$ cat src/rtl/capture_ctrl.sv
// Capture sequencer for the logic-analyzer RAMqueues: write enable, circular write
// address, pre-trigger arming and post-trigger sample counting.
module capture_ctrl #(
  parameter int ENTRIES = 384,
  parameter int LOG2    = 9
) (
  input  logic            clk,
  input  logic            rst_n,
  input  logic            wrt_smpl,
  input  logic            run,
  input  logic            capture_done,
  input  logic            triggered,
  input  logic [LOG2-1:0] trig_pos,
  output logic            we,
  output logic [LOG2-1:0] waddr,
  output logic            armed,
  output logic            set_capture_done
);

  localparam int CW = LOG2 + 1;
  localparam logic [CW-1:0]   ENTRIES_C = CW'(ENTRIES);
  localparam logic [LOG2-1:0] LAST_ADDR = LOG2'(ENTRIES - 1);

  typedef enum logic [1:0] {
    IDLE    = 2'd0,
    CAPTURE = 2'd1,
    FLUSH   = 2'd2,
    DONE    = 2'd3
  } state_e;

  state_e          state_q;
  logic [LOG2-1:0] waddr_q;
  logic [CW-1:0]   smpl_cnt_q;
  logic [CW-1:0]   trig_cnt_q;
  logic            trig_seen_q;
  logic            armed_q;
  logic            set_capture_done_q;

  logic [LOG2-1:0] waddr_d;
  logic [CW-1:0]   smpl_cnt_d;
  logic [CW-1:0]   trig_cnt_d;
  logic [CW-1:0]   arm_thresh_s;
  logic [CW-1:0]   trig_target_s;
  logic            trig_qual_s;
  logic            count_trig_s;
  logic            done_hit_s;

  // Post-write counter values and trigger qualification for the current cycle.
  always_comb begin
    waddr_d       = waddr_q;
    smpl_cnt_d    = smpl_cnt_q;
    trig_cnt_d    = trig_cnt_q;
    arm_thresh_s  = ENTRIES_C - {1'b0, trig_pos};
    trig_target_s = {1'b0, trig_pos};
    // armed is the registered value, so a trigger coincident with arming is ignored
    trig_qual_s   = triggered & armed_q;
    count_trig_s  = trig_seen_q | trig_qual_s;
    if (waddr_q == LAST_ADDR) begin
      waddr_d = {LOG2{1'b0}};
    end else begin
      waddr_d = waddr_q + {{(LOG2-1){1'b0}}, 1'b1};
    end
    if (smpl_cnt_q >= ENTRIES_C) begin
      smpl_cnt_d = ENTRIES_C;
    end else begin
      smpl_cnt_d = smpl_cnt_q + {{(CW-1){1'b0}}, 1'b1};
    end
    if (count_trig_s) begin
      trig_cnt_d = trig_cnt_q + {{(CW-1){1'b0}}, 1'b1};
    end else begin
      trig_cnt_d = trig_cnt_q;
    end
    if (trig_pos == {LOG2{1'b0}}) begin
      trig_target_s = {{(CW-1){1'b0}}, 1'b1};
    end else begin
      trig_target_s = {1'b0, trig_pos};
    end
    done_hit_s = wrt_smpl & count_trig_s & (trig_cnt_d == trig_target_s);
  end

  // Capture FSM with its counters and registered status outputs.
  always_ff @(posedge clk or negedge rst_n) begin
    if (!rst_n) begin
      state_q            <= IDLE;
      waddr_q            <= {LOG2{1'b0}};
      smpl_cnt_q         <= {CW{1'b0}};
      trig_cnt_q         <= {CW{1'b0}};
      trig_seen_q        <= 1'b0;
      armed_q            <= 1'b0;
      set_capture_done_q <= 1'b0;
    end else begin
      set_capture_done_q <= 1'b0;
      case (state_q)
        IDLE: begin
          if (run && !capture_done) begin
            state_q     <= CAPTURE;
            waddr_q     <= {LOG2{1'b0}};
            smpl_cnt_q  <= {CW{1'b0}};
            trig_cnt_q  <= {CW{1'b0}};
            trig_seen_q <= 1'b0;
            armed_q     <= 1'b0;
          end
        end
        CAPTURE: begin
          if (wrt_smpl) begin
            waddr_q    <= waddr_d;
            smpl_cnt_q <= smpl_cnt_d;
            trig_cnt_q <= trig_cnt_d;
            if (smpl_cnt_d >= arm_thresh_s) begin
              armed_q <= 1'b1;
            end
          end
          if (trig_qual_s) begin
            trig_seen_q <= 1'b1;
          end
          // abort takes priority over completion: no done pulse when run drops
          if (!run) begin
            state_q <= IDLE;
          end else if (done_hit_s) begin
            state_q            <= FLUSH;
            set_capture_done_q <= 1'b1;
          end
        end
        FLUSH: begin
          state_q <= DONE;
        end
        DONE: begin
          if (!capture_done) begin
            state_q <= IDLE;
          end
        end
        default: begin
          state_q <= IDLE;
        end
      endcase
    end
  end

  assign we               = (state_q == CAPTURE) & wrt_smpl;
  assign waddr            = waddr_q;
  assign armed            = armed_q;
  assign set_capture_done = set_capture_done_q;

endmodule

$ cat config.mk
export PLATFORM = sky130hd
export DESIGN_NAME = capture_ctrl
export DESIGN_NICKNAME = d
export VERILOG_FILES = /design/src/rtl/capture_ctrl.sv
export SDC_FILE = /design/constraint.sdc
export NUM_CORES = 1
export LEC_CHECK = 0
export BUFFER_PORTS_ARGS = -buffer_cell sky130_fd_sc_hd__clkbuf_2
export CAP_MARGIN = 20
export CORE_UTILIZATION = 60
export CTS_BUF_LIST = sky130_fd_sc_hd__clkbuf_4 sky130_fd_sc_hd__clkbuf_8
export DETAILED_ROUTE_END_ITERATION = 16
export PLACE_DENSITY = 0.81
export SLEW_MARGIN = 20
export SYNTH_ARGS = -nofsm -noshare
export SYNTH_HDL_FRONTEND = slang
export SYNTH_SLANG_ARGS = --single-unit
$ cat constraint.sdc
create_clock -name clk -period 2.78 [get_ports clk]
set_input_delay 0.139 -clock clk [delete_from_list [all_inputs] [get_ports clk]]
set_output_delay 0.139 -clock clk [all_outputs]
set_load 0.02 [all_outputs]
Word-level counts from Yosys, hierarchy flattened:

Cells that the tools add are included.

* register bits: 34
* bits of input ports: 15
* output and inout port bits: 12
* logic and storage cells: 64

* add/sub/neg operators: 4
* $lt $le $gt $ge: 2
* equal/unequal tests: 11
* muxes and demuxes: 26
* bitwise gates (word level): 5
* reductions and logical operators: 9

Operator list (number)
* $mux W10: 5
* $pmux W10 S2: 2
* $mux W9: 4
* $add A10 B1 Y10 const B: 2
* $pmux W9 S2: 1
* $eq A10 B10 Y1: 1
* $ge A10 B10 Y1: 1
* $ge A10 B9 Y1 const B: 1
* $ne A2 B2 Y1 const B: 5
* $sub A9 B9 Y10 const A: 1
* $add A9 B1 Y9 const B: 1
* $eq A9 B9 Y1 const B: 1
* $logic_not A9 Y1: 1
* $reduce_and A3 Y1: 3
* $mux W2: 4
* $pmux W2 S4: 1
* $mux W1: 7
* $and A1 B1 Y1: 4
* $eq A2 B2 Y1 const B: 2
* $pmux W1 S2: 2
* $reduce_and A4 Y1: 1
* $ne A3 B3 Y1 const B: 1
* $eq A2 B1 Y1 const B: 1
* $logic_not A2 Y1: 1
* 4 further kinds: 4

Longest topological paths before layout:

* word-level depth: 8
* mapped depth: 11
* gate-level depth less buffers: 11

Worst setup path after synthesis:

No wires, ideal clock.

* kind: flip-flop to flip-flop
* start point: reg armed_q, in the netlist armed
* end point: reg state_q[0]
* library setup time: 119 ps
* arrival: 2205 ps
* data required time: 2661 ps
* slack: 457 ps
* cell stages (with the launch flop): 9
* path buffers: 1
* clock period less this slack: 2323 ps
* cell sequence: dfrtp_1 > a21oi_1 > nor3b_2 > and3_1 > buf_4 > xnor2_1 > a32oi_1 > or4b_4 > o21a_1

* word-level cells in the longest chain between the ends: 7
* elaborated cells on any way between the ends: 8
* those cells by class: eq/ne: 2; mux: 1; bitwise: 4; reduce/logical: 1

Ends and longest elaborated chain
* start: declaration: RTL line 36 `logic armed_q;`
* start signal: assignment: RTL line 89 `armed_q <= 1'b0;`
* start signal: assignment: RTL line 101 `armed_q <= 1'b0;`
* start signal: assignment: RTL line 110 `armed_q <= 1'b1;`
* $and A1 B1 Y1 (*): RTL line 56 `trig_qual_s = triggered & armed_q;`
* $or A1 B1 Y1 (*): RTL line 57 `count_trig_s = trig_seen_q | trig_qual_s;`
* $mux W10: RTL line 68 `if (count_trig_s) begin`
* $eq A10 B10 Y1: RTL line 78 `done_hit_s = wrt_smpl & count_trig_s & (trig_cnt_d == trig_target_s);`
* $and A1 B1 Y1 (*): RTL line 78
* $ne A3 B3 Y1 (no source line) (*)
* $reduce_and A3 Y1 (no source line) (*)
* end signal: assignment: RTL line 84 `state_q <= IDLE;`
* end signal: assignment: RTL line 96 `state_q <= CAPTURE;`
* end signal: assignment: RTL line 118 `state_q <= IDLE;`
* end: declaration: RTL line 31 `state_e state_q;`

Every way passes the cells marked *; elsewhere a longest branch is shown, timed or not.
A chain may end at the register's enable or synchronous reset.

Worst setup path in the final report:

* start point: reg smpl_cnt_q[0]
* end point: reg armed_q, in the netlist armed

* word-level cells in the longest chain between the ends: 5
* elaborated cells on any way between the ends: 6
* those cells by class: add/sub: 1; order compare: 2; eq/ne: 1; mux: 1; reduce/logical: 1

Ends and longest elaborated chain
* start: declaration: RTL line 33 `logic [CW-1:0] smpl_cnt_q;`
* start signal: assignment: RTL line 86 `smpl_cnt_q <= {CW{1'b0}};`
* start signal: assignment: RTL line 98 `smpl_cnt_q <= {CW{1'b0}};`
* start signal: assignment: RTL line 107 `smpl_cnt_q <= smpl_cnt_d;`
* $add A10 B1 Y10 / $ge A10 B9 Y1 (equally long branches): RTL line 66, 63
* $mux W10 (*): RTL line 63 `if (smpl_cnt_q >= ENTRIES_C) begin`
* $ge A10 B10 Y1 (*): RTL line 109 `if (smpl_cnt_d >= arm_thresh_s) begin`
* $ne A2 B2 Y1 (no source line) (*)
* $reduce_and A4 Y1 (no source line) (*)

Marks and branches as above.

==> impl_metrics.ini <==
[status]
status = completed

[synthesis]
yosysSeqAreaShare_pct = 34.5
syn_area_um2 = 2470
avgSynthCellArea_um2 = 8.48
synth_edf_count = 0
synth_top_flop_cell = dfrtp_1
syn_nets = 321
ys_types = 46
yosys_warnings = 0
ys_ff_latch = 34
synthCells = 291
synthArstFlopShare_pct = 100

[sta]
rsz0062_at_grt = false
finalClockSkew_ps = 5.67
finalHoldViolCount = 0
fin_crit_sh_pct = 89.7
slew_viol_final = 0
worst_hold_slack_ps = 162
worst_slew_pin_slew_ps = 853
fin_tns_setup_ps = 0
setup_viol = 0
period_minus_slack_ps = 2490
max_freq_ghz = 0.401
max_slew_margin_pct = 43.1

[route]
firstDrtPassIters = 4
wire_per_inst_um = 15.7
vias_per_cell = 6.11
ant_nets = 0
wirelength_mm = 5.77
drt_iter0_drc = 239
vias = 2248
post-route-drc-count = 0

[global_routing]
grt_start_max_net_pins = 35
grt-ovfl-total = 0
track_usage_pct = 29.5
grt_pass1_wl_mm = 9.69
antenna_found_initial = 0
grt_pass1_vias = 2113

[setup_path]
path_cells = ha_1 > and3_1 > nand3_1 > xor2_1 > nor2_1 > ha_1 > or4_1 > a21oi_1 > o21ai_0 > o2111ai_1 > a21oi_1
rrSetupSlack_ps = 290
worstPathArrival_ps = 2640
required_ps = 2930
cp_max_fo = 5
timing.rr.start = smpl_cnt_q[0]$_DFFE_PN0P_
r2r_end = armed$_DFFE_PN0P_
endpoint_kind = flip-flop
cp_num_buf_inv = 0
critPathSlowestCell = or4_1
r2r_cells = 11
cpPeakStageDelay_ps = 510
worstSetupStartpointType = flip-flop
critPathKind = reg -> reg
cp_top_family = simple AND/OR/NAND/NOR gates

[floorplan]
die_area_um2 = 4380
die_x_um = 66.1
pin_count = 27
initial_core_util_pct = 65.0
die_h_um = 66.1
core_region_area_um2 = 3800
num_rows = 22

[power]
totalPowerFinal_mw = 1.28
ir_drop_mv = 0.260
leakagePower_nw = 1.31
powerDensity_nw_per_um2 = 466

[clocking]
cts_made_buffers = 5
cts_tree = done
clock-root-buffer = clkbuf_8
postCtsSetupBuffers = 0
clk_pin_slew_ps = 70
worstSkewPairLatency_ps = 290
htree_levels = 2
cts.sinks = 34
cts_buffer_depth = 2

[layout]
drive_above_1_share_pct = 14.1
area_growth_syn_to_layout_pct = 10.7
fin_util_pct = 72.0
design_area_um2 = 2730
final_cell_mix = 34 x dfrtp_1, 28 x nor2_1, 27 x nand2_1
antenna_cells = 0
num-nets-final = 349
final_common_cell = dfrtp_1

[placement]
place_hpwl_mm = 4.22
io_buffers = 26
place_congestion = 0.947
dpl_cell_area_um2 = 2630

[job]
cap_violations = 0

[min_path]
min_to = trig_seen_q$_DFFE_PN0P_
hp-class = in -> reg
min-delay-start = triggered
min_path_cells = 2
[worst register-to-register path: stages, from the launching register on]
cell and delay (ps):
dfrtp_1 420, ha_1 240, and3_1 230, nand3_1 110, xor2_1 160, nor2_1 90
ha_1 200, or4_1 510, a21oi_1 110, o21ai_0 90, o2111ai_1 110, a21oi_1 90
[logic make-up after synthesis]
logic type | synth area share [%]
AND/OR/NAND/NOR | 22.1
other | 0.152
buffers and inverters | 4.41
adder cells (fa/ha/maj) | 7.60
multiplexers | 1.72
XOR/XNOR | 7.10
AO/OA/AOI/OAI | 22.4
flip-flops | 34.5
[worst max-delay path by stage]
stage,cells past startpoint,endpoint,from,slack [ps]
3_5_place_dp,9,armed$_DFFE_PN0P_,smpl_cnt_q[0]$_DFFE_PN0P_,300
3_3_place_gp,8,state_q[0]$_DFFE_PN0P_,trig_cnt_q[0]$_DFFE_PN0P_,350
4_1_cts,9,armed$_DFFE_PN0P_,smpl_cnt_q[0]$_DFFE_PN0P_,280
6_report,11,armed$_DFFE_PN0P_,smpl_cnt_q[0]$_DFFE_PN0P_,290
5_1_grt,11,armed$_DFFE_PN0P_,smpl_cnt_q[0]$_DFFE_PN0P_,130
2_1_floorplan,8,state_q[0]$_DFFE_PN0P_,armed$_DFFE_PN0P_,460
[routing by layer]
metal	share of wire, %	GRT usage [%]	wire length (um)
met5	0	0	0
met2	45	46.3	2620
met1	47	40.3	2720
met3	5.4	5.34	313
met4	2.0	11.4	118
[power by group]
group	internal, mW	switching (mW)	total (mW)
clock network	0.210	0.186	0.396
registers	0.527	0.0414	0.568
logic	0.128	0.183	0.311
[layout make-up]
type / count / area [um2]
repair buffers: 31 / 170
clock inverters: 1 / 5.00
clock buffers: 7 / 90.1
inverters: 13 / 48.8
fillers: 326 / 1060
well taps: 48 / 60.1
multi-input cells: 234 / 1510
flip-flops and latches: 34 / 851
[state kept, by name, summed over array words and instances, names as in the netlist, named ones only]
| name | cells |
|---|---|
| armed | 1 |
| set_capture_done | 1 |
| smpl_cnt_q | 10 |
| state_q | 1 |
| trig_cnt_q | 10 |
| trig_seen_q | 1 |
| waddr | 9 |
[cells in the mapped netlist, drive strengths merged, types with 2 or more instances]
cell / instances / area share (%)
and2: 2 / 0.51
xnor2: 12 / 4.3
mux2i: 2 / 0.81
mux2: 2 / 0.91
buf: 4 / 1.5
nor3: 9 / 1.8
inv: 13 / 2.0
a21o: 6 / 1.8
o2111ai: 4 / 1.4
nor4: 3 / 1.0
ha: 15 / 7.6
a311o: 2 / 0.81
a21oi: 15 / 3.0
o31ai: 6 / 1.8
and3: 10 / 2.5
nor3b: 3 / 1.1
or4: 2 / 0.76
o21a: 4 / 1.2
nand3: 12 / 2.4
nor2b: 3 / 0.76
clkbuf: 6 / 0.91
nand2b: 8 / 2.0
nand2: 27 / 4.1
a32o: 2 / 0.81
a22o: 9 / 3.2
dfrtp: 34 / 34
xor2: 8 / 2.8
o21ai: 30 / 6.1
nor2: 28 / 4.3
[per-stage QoR]
step	std cells	setup WS [ps]
after CTS	368	281
final	368	285
after global routing	368	127
after floorplan	291	457
after detailed placement	359	298
after global placement	359	354
[what timing repair did]
item	4_1_cts	5_1_grt
resized for setup	0	0
hold buffers	1	0
endpoints found under the hold margin	34	0
(Power assumes the default switching activity.)
